File: src/rtl/lane_traffic_engine_if.sv
//----------------------------------------------------------------------------
// lane_traffic_engine_if
// Bundles the movement controls, frog position and car/collision outputs of
// lane_traffic_engine. The master side is the game top level; the slave side
// is the engine. o_Car_Tail_X is present only when CAR_WIDE_EN is defined.
// Revision: 1.0 - initial release
//----------------------------------------------------------------------------
`default_nettype none

interface lane_traffic_engine_if #(
  parameter int NUM_LANES  = 16,
  parameter int LANE_IDX_W = 4,
  parameter int COL_W      = 5,
  parameter int ROW_W      = 4
);
  logic                       i_Tick;
  logic                       i_Freeze;
  logic                       i_Restart;
  logic [3:0]                 i_Level;
  logic [COL_W-1:0]           i_Frog_Col;
  logic [ROW_W-1:0]           i_Frog_Row;
  logic [NUM_LANES*COL_W-1:0] o_Car_X;
  logic [NUM_LANES*ROW_W-1:0] o_Car_Y;
  logic [NUM_LANES-1:0]       o_Step;
  logic                       o_Collision;
  logic                       o_Collision_Pulse;
  logic [LANE_IDX_W-1:0]      o_Hit_Lane;
`ifdef CAR_WIDE_EN
  logic [NUM_LANES*COL_W-1:0] o_Car_Tail_X;
`endif

  modport master (
    output i_Tick, i_Freeze, i_Restart, i_Level, i_Frog_Col, i_Frog_Row,
    input  o_Car_X, o_Car_Y, o_Step, o_Collision, o_Collision_Pulse, o_Hit_Lane
`ifdef CAR_WIDE_EN
    , input o_Car_Tail_X
`endif
  );

  modport slave (
    input  i_Tick, i_Freeze, i_Restart, i_Level, i_Frog_Col, i_Frog_Row,
    output o_Car_X, o_Car_Y, o_Step, o_Collision, o_Collision_Pulse, o_Hit_Lane
`ifdef CAR_WIDE_EN
    , output o_Car_Tail_X
`endif
  );
endinterface

`default_nettype wire

File: src/rtl/lane_traffic_engine.sv
//----------------------------------------------------------------------------
// lane_traffic_engine
// Moves one car per lane across a GRID_COLS-wide row, one column per period.
// The period shrinks with game level (floored at MIN_PERIOD) and fast lanes
// use half of it. Frog/car overlap is registered into a collision level, a
// rising-edge pulse and the lowest overlapping lane index.
// Optional macro CAR_WIDE_EN: two-column cars (head plus trailing column) and
// the extra o_Car_Tail_X output.
// Revision: 1.0 - initial release
//----------------------------------------------------------------------------
`default_nettype none

module lane_traffic_engine #(
  parameter int                         NUM_LANES   = 16,
  parameter int                         LANE_IDX_W  = 4,
  parameter int                         COL_W       = 5,
  parameter int                         ROW_W       = 4,
  parameter int                         GRID_COLS   = 20,
  parameter int                         CNT_W       = 24,
  parameter int                         BASE_PERIOD = 980,
  parameter int                         LEVEL_STEP  = 60,
  parameter int                         MIN_PERIOD  = 100,
  parameter logic [NUM_LANES*ROW_W-1:0] LANE_ROW    = '0,
  parameter logic [NUM_LANES*COL_W-1:0] LANE_START  = '0,
  parameter logic [NUM_LANES-1:0]       LANE_DIR    = '1,
  parameter logic [NUM_LANES-1:0]       LANE_FAST   = '0
) (
  input  wire logic             i_Clk,
  input  wire logic             i_Reset,
  lane_traffic_engine_if.slave  bus
);

  // Period arithmetic is widened by 4 bits so level*step cannot wrap silently.
  localparam int               c_pw          = CNT_W + 4;
  localparam logic [c_pw-1:0]  c_base_period = c_pw'(BASE_PERIOD);
  localparam logic [c_pw-1:0]  c_level_step  = c_pw'(LEVEL_STEP);
  localparam logic [c_pw-1:0]  c_min_period  = c_pw'(MIN_PERIOD);

  logic [c_pw-1:0]            w_level_prod;
  logic [c_pw-1:0]            w_period_diff;
  logic [CNT_W-1:0]           w_period_next;
  logic [CNT_W-1:0]           r_period;

  logic [COL_W-1:0]           w_pos [NUM_LANES];
  logic [NUM_LANES-1:0]       w_step;
  logic [NUM_LANES-1:0]       w_match;
  logic [NUM_LANES*COL_W-1:0] w_car_x;

  logic                       w_any_match;
  logic [LANE_IDX_W-1:0]      w_hit_next;
  logic                       r_collision;
  logic                       r_collision_pulse;
  logic [LANE_IDX_W-1:0]      r_hit_lane;

  // Level-scaled period with a floor; an underflowing subtraction also floors.
  always_comb begin
    w_level_prod  = c_pw'(bus.i_Level) * c_level_step;
    w_period_diff = c_base_period - w_level_prod;
    if ((w_level_prod > c_base_period) || (w_period_diff < c_min_period)) begin
      w_period_next = c_min_period[CNT_W-1:0];
    end else begin
      w_period_next = w_period_diff[CNT_W-1:0];
    end
  end

  // Period register follows the level one cycle later.
  always_ff @(posedge i_Clk or posedge i_Reset) begin
    if (i_Reset) begin
      r_period <= CNT_W'(BASE_PERIOD);
    end else begin
      r_period <= w_period_next;
    end
  end

`ifdef CAR_WIDE_EN
  logic [COL_W-1:0]           w_tail [NUM_LANES];
  logic [NUM_LANES*COL_W-1:0] w_car_tail_x;
`endif

  for (genvar gi = 0; gi < NUM_LANES; gi++) begin : g_lane
    localparam logic [COL_W-1:0] c_start = LANE_START[gi*COL_W +: COL_W];
    localparam logic [ROW_W-1:0] c_row   = LANE_ROW[gi*ROW_W +: ROW_W];
    localparam logic [COL_W-1:0] c_last  = COL_W'(GRID_COLS - 1);

    logic [CNT_W-1:0] w_lane_period;
    logic [COL_W-1:0] w_next_pos;
    logic [COL_W-1:0] r_pos;
    logic [CNT_W-1:0] r_cnt;
    logic             r_step;

    // Lane period: halved for fast lanes, never below 2 ticks.
    always_comb begin
      w_lane_period = LANE_FAST[gi] ? (r_period >> 1) : r_period;
      if (w_lane_period < CNT_W'(2)) begin
        w_lane_period = CNT_W'(2);
      end
    end

    // Next column in the lane's direction with wrap at the grid edges.
    always_comb begin
      if (LANE_DIR[gi]) begin
        w_next_pos = (r_pos == c_last) ? '0 : r_pos + COL_W'(1);
      end else begin
        w_next_pos = (r_pos == '0) ? c_last : r_pos - COL_W'(1);
      end
    end

    // Counter and position: restart beats freeze beats tick.
    always_ff @(posedge i_Clk or posedge i_Reset) begin
      if (i_Reset) begin
        r_pos  <= c_start;
        r_cnt  <= '0;
        r_step <= 1'b0;
      end else if (bus.i_Restart) begin
        r_pos  <= c_start;
        r_cnt  <= '0;
        r_step <= 1'b0;
      end else if (bus.i_Freeze) begin
        r_step <= 1'b0;
      end else if (bus.i_Tick) begin
        // >= lets a shrunken period step right away instead of overrunning.
        if (r_cnt >= (w_lane_period - CNT_W'(1))) begin
          r_cnt  <= '0;
          r_pos  <= w_next_pos;
          r_step <= 1'b1;
        end else begin
          r_cnt  <= r_cnt + CNT_W'(1);
          r_step <= 1'b0;
        end
      end else begin
        r_step <= 1'b0;
      end
    end

    assign w_pos[gi]  = r_pos;
    assign w_step[gi] = r_step;

`ifdef CAR_WIDE_EN
    logic [COL_W-1:0] w_tail_col;

    // Trailing column sits behind the head, wrapping around the grid.
    always_comb begin
      if (LANE_DIR[gi]) begin
        w_tail_col = (r_pos == '0) ? c_last : r_pos - COL_W'(1);
      end else begin
        w_tail_col = (r_pos == c_last) ? '0 : r_pos + COL_W'(1);
      end
    end

    assign w_tail[gi]  = w_tail_col;
    assign w_match[gi] = (c_row == bus.i_Frog_Row) &&
                         ((r_pos == bus.i_Frog_Col) || (w_tail_col == bus.i_Frog_Col));
`else
    assign w_match[gi] = (c_row == bus.i_Frog_Row) && (r_pos == bus.i_Frog_Col);
`endif
  end

  // Pack per-lane head columns onto the output bus.
  always_comb begin
    w_car_x = '0;
    for (int i = 0; i < NUM_LANES; i++) begin
      w_car_x[i*COL_W +: COL_W] = w_pos[i];
    end
  end

`ifdef CAR_WIDE_EN
  // Pack per-lane trailing columns for the display.
  always_comb begin
    w_car_tail_x = '0;
    for (int i = 0; i < NUM_LANES; i++) begin
      w_car_tail_x[i*COL_W +: COL_W] = w_tail[i];
    end
  end

  assign bus.o_Car_Tail_X = w_car_tail_x;
`endif

  // Any overlap; scanning downwards leaves the lowest matching lane.
  always_comb begin
    w_any_match = 1'b0;
    w_hit_next  = r_hit_lane;
    for (int i = NUM_LANES - 1; i >= 0; i--) begin
      if (w_match[i]) begin
        w_any_match = 1'b1;
        w_hit_next  = LANE_IDX_W'(i);
      end
    end
  end

  // Collision level, its rising-edge pulse and the held hit lane.
  always_ff @(posedge i_Clk or posedge i_Reset) begin
    if (i_Reset) begin
      r_collision       <= 1'b0;
      r_collision_pulse <= 1'b0;
      r_hit_lane        <= '0;
    end else begin
      r_collision       <= w_any_match;
      r_collision_pulse <= w_any_match & ~r_collision;
      r_hit_lane        <= w_hit_next;
    end
  end

  assign bus.o_Car_X           = w_car_x;
  assign bus.o_Car_Y           = LANE_ROW;
  assign bus.o_Step            = w_step;
  assign bus.o_Collision       = r_collision;
  assign bus.o_Collision_Pulse = r_collision_pulse;
  assign bus.o_Hit_Lane        = r_hit_lane;

endmodule

`default_nettype wire
File: src/flat_wrapper.sv
// flat-port wrapper written by rule: the top's interface ports become plain ports
module lane_traffic_engine_flat 
#(
  parameter int                         NUM_LANES   = 16,
  parameter int                         LANE_IDX_W  = 4,
  parameter int                         COL_W       = 5,
  parameter int                         ROW_W       = 4,
  parameter int                         GRID_COLS   = 20,
  parameter int                         CNT_W       = 24,
  parameter int                         BASE_PERIOD = 980,
  parameter int                         LEVEL_STEP  = 60,
  parameter int                         MIN_PERIOD  = 100,
  parameter logic [NUM_LANES*ROW_W-1:0] LANE_ROW    = '0,
  parameter logic [NUM_LANES*COL_W-1:0] LANE_START  = '0,
  parameter logic [NUM_LANES-1:0]       LANE_DIR    = '1,
  parameter logic [NUM_LANES-1:0]       LANE_FAST   = '0
)
  (i_Clk, i_Reset, bus_i_Tick, bus_i_Freeze, bus_i_Restart, bus_i_Level, bus_i_Frog_Col, bus_i_Frog_Row, bus_o_Car_X, bus_o_Car_Y, bus_o_Step, bus_o_Collision, bus_o_Collision_Pulse, bus_o_Hit_Lane);
  lane_traffic_engine_if #(.NUM_LANES(NUM_LANES), .LANE_IDX_W(LANE_IDX_W), .COL_W(COL_W), .ROW_W(ROW_W)) bus_i ();
  input  wire logic i_Clk;
  input  wire logic i_Reset;
  input wire logic [$bits(bus_i.i_Tick)-1:0] bus_i_Tick;
  input wire logic [$bits(bus_i.i_Freeze)-1:0] bus_i_Freeze;
  input wire logic [$bits(bus_i.i_Restart)-1:0] bus_i_Restart;
  input wire logic [$bits(bus_i.i_Level)-1:0] bus_i_Level;
  input wire logic [$bits(bus_i.i_Frog_Col)-1:0] bus_i_Frog_Col;
  input wire logic [$bits(bus_i.i_Frog_Row)-1:0] bus_i_Frog_Row;
  output wire logic [$bits(bus_i.o_Car_X)-1:0] bus_o_Car_X;
  output wire logic [$bits(bus_i.o_Car_Y)-1:0] bus_o_Car_Y;
  output wire logic [$bits(bus_i.o_Step)-1:0] bus_o_Step;
  output wire logic [$bits(bus_i.o_Collision)-1:0] bus_o_Collision;
  output wire logic [$bits(bus_i.o_Collision_Pulse)-1:0] bus_o_Collision_Pulse;
  output wire logic [$bits(bus_i.o_Hit_Lane)-1:0] bus_o_Hit_Lane;
  assign bus_i.i_Tick = bus_i_Tick;
  assign bus_i.i_Freeze = bus_i_Freeze;
  assign bus_i.i_Restart = bus_i_Restart;
  assign bus_i.i_Level = bus_i_Level;
  assign bus_i.i_Frog_Col = bus_i_Frog_Col;
  assign bus_i.i_Frog_Row = bus_i_Frog_Row;
  assign bus_o_Car_X = bus_i.o_Car_X;
  assign bus_o_Car_Y = bus_i.o_Car_Y;
  assign bus_o_Step = bus_i.o_Step;
  assign bus_o_Collision = bus_i.o_Collision;
  assign bus_o_Collision_Pulse = bus_i.o_Collision_Pulse;
  assign bus_o_Hit_Lane = bus_i.o_Hit_Lane;
  lane_traffic_engine #(.NUM_LANES(NUM_LANES), .LANE_IDX_W(LANE_IDX_W), .COL_W(COL_W), .ROW_W(ROW_W), .GRID_COLS(GRID_COLS), .CNT_W(CNT_W), .BASE_PERIOD(BASE_PERIOD), .LEVEL_STEP(LEVEL_STEP), .MIN_PERIOD(MIN_PERIOD), .LANE_ROW(LANE_ROW), .LANE_START(LANE_START), .LANE_DIR(LANE_DIR), .LANE_FAST(LANE_FAST)) u_core (.i_Clk(i_Clk), .i_Reset(i_Reset), .bus(bus_i));
endmodule
File: config.mk
export PLATFORM = sky130hd
export DESIGN_NAME = lane_traffic_engine_flat
export DESIGN_NICKNAME = d
export VERILOG_FILES = /design/src/rtl/lane_traffic_engine_if.sv /design/src/rtl/lane_traffic_engine.sv /design/src/flat_wrapper.sv
export SDC_FILE = /design/constraint.sdc
export NUM_CORES = 2
export LEC_CHECK = 0
export CORE_MARGIN = 10
export CORE_UTILIZATION = 55
export CTS_BUF_LIST = sky130_fd_sc_hd__clkbuf_4
export DETAILED_ROUTE_END_ITERATION = 8
export GPL_ROUTABILITY_DRIVEN = 1
export PLACE_DENSITY = 0.75
export SYNTH_ARGS = -nofsm -noshare
export SYNTH_HDL_FRONTEND = slang
export SYNTH_SLANG_ARGS = --single-unit
File: constraint.sdc
create_clock -name i_Clk -period 20.2 [get_ports i_Clk]
set_clock_uncertainty 0.2 [all_clocks]
set_input_delay 4.04 -clock i_Clk [delete_from_list [all_inputs] [get_ports i_Clk]]
set_output_delay 4.04 -clock i_Clk [all_outputs]
set_load 0.1 [all_outputs]
==> flow_summary.json <==
{
  "ant_nets": 0,
  "insertion_delay_ps": 1000,
  "cts_resized": 0,
  "slowest_stage": "clkdlybuf4s50_1",
  "status": "finished clean",
  "cts_tree": "done",
  "clockBufferDepth": 3,
  "drc_errors": 0,
  "cts.clk_slew.worst_paths_ps": 60,
  "die_w_um": 273,
  "core_mm2": 0.0633,
  "setup_slack_ps": 13210,
  "ys_top_cells_by_area": "dfrtp_1, ha_1, o21ai_0",
  "use_met1_pct": 33.6,
  "worstPathArrival_ps": 2750,
  "crit_chain": "clkdlybuf4s50_1",
  "slew_headroom_pct": 27.1,
  "synth_most_common_cell": "dfrtp_1",
  "yosysSeqAreaShare_pct": 35.1,
  "crit_fanout": 8,
  "rows": 92,
  "cpPeakStageDelay_ps": 1210,
  "critPathKind": "flip-flop to primary output",
  "syn_inst": 3956,
  "grtUsageMet2_pct": 42.0,
  "path_depth": 1,
  "synth_cell_type_count": 97,
  "reg2regPathDepth": 17,
  "required_ps": 15960,
  "min-delay-start": "u_core.bus.o_Collision",
  "reg2reg_from": "u_core.r_period[3]",
  "synth_seq_cells": 495,
  "die_y_um": 273,
  "synth_largest_area_cell": "dfrtp_1",
  "fmax_mhz": 143,
  "via_per_inst": 6.13,
  "io_pins": 184,
  "synth_top_area_share_pct": 34.7,
  "cts_made_buffers": 141,
  "holdPathStages": 1,
  "synth_area_mm2": 0.0353,
  "synthArstFlopShare_pct": 100,
  "synthFlopType": "dfrtp_1",
  "tightest_slew_ps": 1090,
  "power_density_mw_per_mm2": 64.8,
  "dp_hpwl_um": 64800,
  "grt_max_degree": 165,
  "cts_root_buffer": "clkbuf_4",
  "ir_drop_mv": 0.0616,
  "dr.pass1.iters": 6,
  "final_util_pct": 61.3,
  "antenna_found_initial": 4,
  "worst-path-buf-inv": 1,
  "start_kind": "flip-flop",
  "avgSynthCellArea_um2": 8.92,
  "met3_usage_pct": 3.91,
  "ys_warn_count": 0,
  "worstReg2RegEnd": "u_core.g_lane[8].r_cnt[18]",
  "wl_per_cell_um": 19.3,
  "worst-r2r-setup-slack_ps": 13450,
  "start_util_pct": 55.7,
  "setup_tns_ps": 0,
  "dp_slack_ps": 12430,
  "track_usage_pct": 25.7,
  "rsz0062_at_grt": "no",
  "first_global_vias": 29378,
  "hold_class": "flip-flop to flip-flop",
  "hold_viol": 0,
  "grt-ovfl-total": 0,
  "hold_end": "u_core.bus.o_Collision_Pulse",
  "drtIter0Drc": 2816,
  "cts_hold_buf": 0,
  "die_area_mm2": 0.0747,
  "post_cts_buffers": 0,
  "maxCapViolCount": 0,
  "grt_pass1_wl_um": 157000,
  "synth-edff-count": 0,
  "finalSetupViolCount": 0,
  "period_needed_ps": 6990,
  "h-tree-depth": 4,
  "drive_above_1_share_pct": 8.54,
  "syn_to_final_growth_pct": 9.99,
  "gp_congestion": 0.858,
  "fin_nets": 4495,
  "portBuffers": 119,
  "num_vias": 30974,
  "drv_slew": 0,
  "wirelength_um": 97600,
  "leakagePower_nw": 18.4,
  "cp_top_family": "buffers and inverters",
  "fin_crit_sh_pct": 34.6,
  "power_mw": 2.51,
  "end_kind": "primary output",
  "synthTopCellsByCount": "dfrtp_1, nand2_1, ha_1",
  "cts.sinks": 495,
  "grt-busiest-layer": "met2"
}
[layout by cell type, fill, tap and decap left out, drive strengths merged, types with 21 or more instances in the layout]
cell           count
conb              65
a31oi            129
nor2b             43
nand4             71
o21a              30
nand2b            48
o31ai             42
inv              119
clkinv            35
a21o              90
o21ai            324
or4               21
nor4              27
buf               48
nor2             216
clkbuf           207
a21oi            222
mux2i             36
nand3            254
and3             128
nor3              55
ha               379
clkdlybuf4s50    117
and4              25
xor2             116
a22o              44
nand2            384
dfrtp            489
xnor2             98
and2              24
or3               49
[through the flow]
step | instance area, um^2 | hold WS, ps | std cells
2_1_floorplan | 35500 | 251 | 4020
3_3_place_gp | 36900 | 220 | 4796
3_5_place_dp | 36900 | 227 | 4796
4_1_cts | 38800 | 235 | 5050
5_1_grt | 38800 | 255 | 5053
6_report | 38800 | 237 | 5053
[layer usage]
layer | vias to the layer above | share of wire, %
li1 | 14849 | -
met1 | 14995 | 44
met2 | 927 | 47
met3 | 203 | 5.7
met4 | 0 | 3.2
met5 | - | 0
[cell type report]
type | instances | area, um^2
fillers | 5479 | 24500
multi-input cells | 3176 | 21500
flip-flops and latches | 495 | 12400
clock buffers | 207 | 1550
repair buffers | 165 | 1550
well taps | 846 | 1060
inverters | 114 | 435
clock inverters | 47 | 322
diodes | 3 | 7.51
[cells by family (layout without fill, tap and decap cells)]
family,count (synthesis),after routing,share of synthesized area [%]
AND/OR/NAND/NOR,1391,1391,19.8
AO/OA/AOI/OAI,1060,1060,19.3
other,1,68,0.0106
XOR/XNOR,214,214,5.33
buffers and inverters,349,533,4.94
multiplexers,43,43,1.24
adder cells (fa/ha/maj),403,403,14.3
flip-flops,495,495,35.1
[report_power, final]
group / internal (mW) / switching, mW / total [mW]
combinational: 0.133 / 0.359 / 0.492
sequential: 1.01 / 0.0193 / 1.03
clock: 0.534 / 0.458 / 0.993
[worst max path at each step]
stage | from | to | slack [ps]
floorplan | i_Reset | u_core.bus.o_Collision | 2150
CTS | u_core.g_lane[3].r_pos[4] | bus_o_Car_X[19] | 13110
global placement | bus_i_Level[2] | u_core.r_period[3] | 12490
detailed placement | bus_i_Level[2] | u_core.r_period[3] | 12430
finish | u_core.g_lane[12].r_pos[2] | bus_o_Car_X[62] | 13210
global route | u_core.g_lane[3].r_pos[4] | bus_o_Car_X[19] | 13120
[state kept, by name, indices dropped and copies added, names as in the netlist]
register / count
u_core.r_period: 9
u_core.g_lane.r_pos: 80
u_core.bus.o_Collision_Pulse: 1
u_core.bus.o_Hit_Lane: 4
u_core.g_lane.r_cnt: 384
u_core.g_lane.r_step: 16
u_core.bus.o_Collision: 1
No activity file was read; power rests on OpenSTA's default activity.
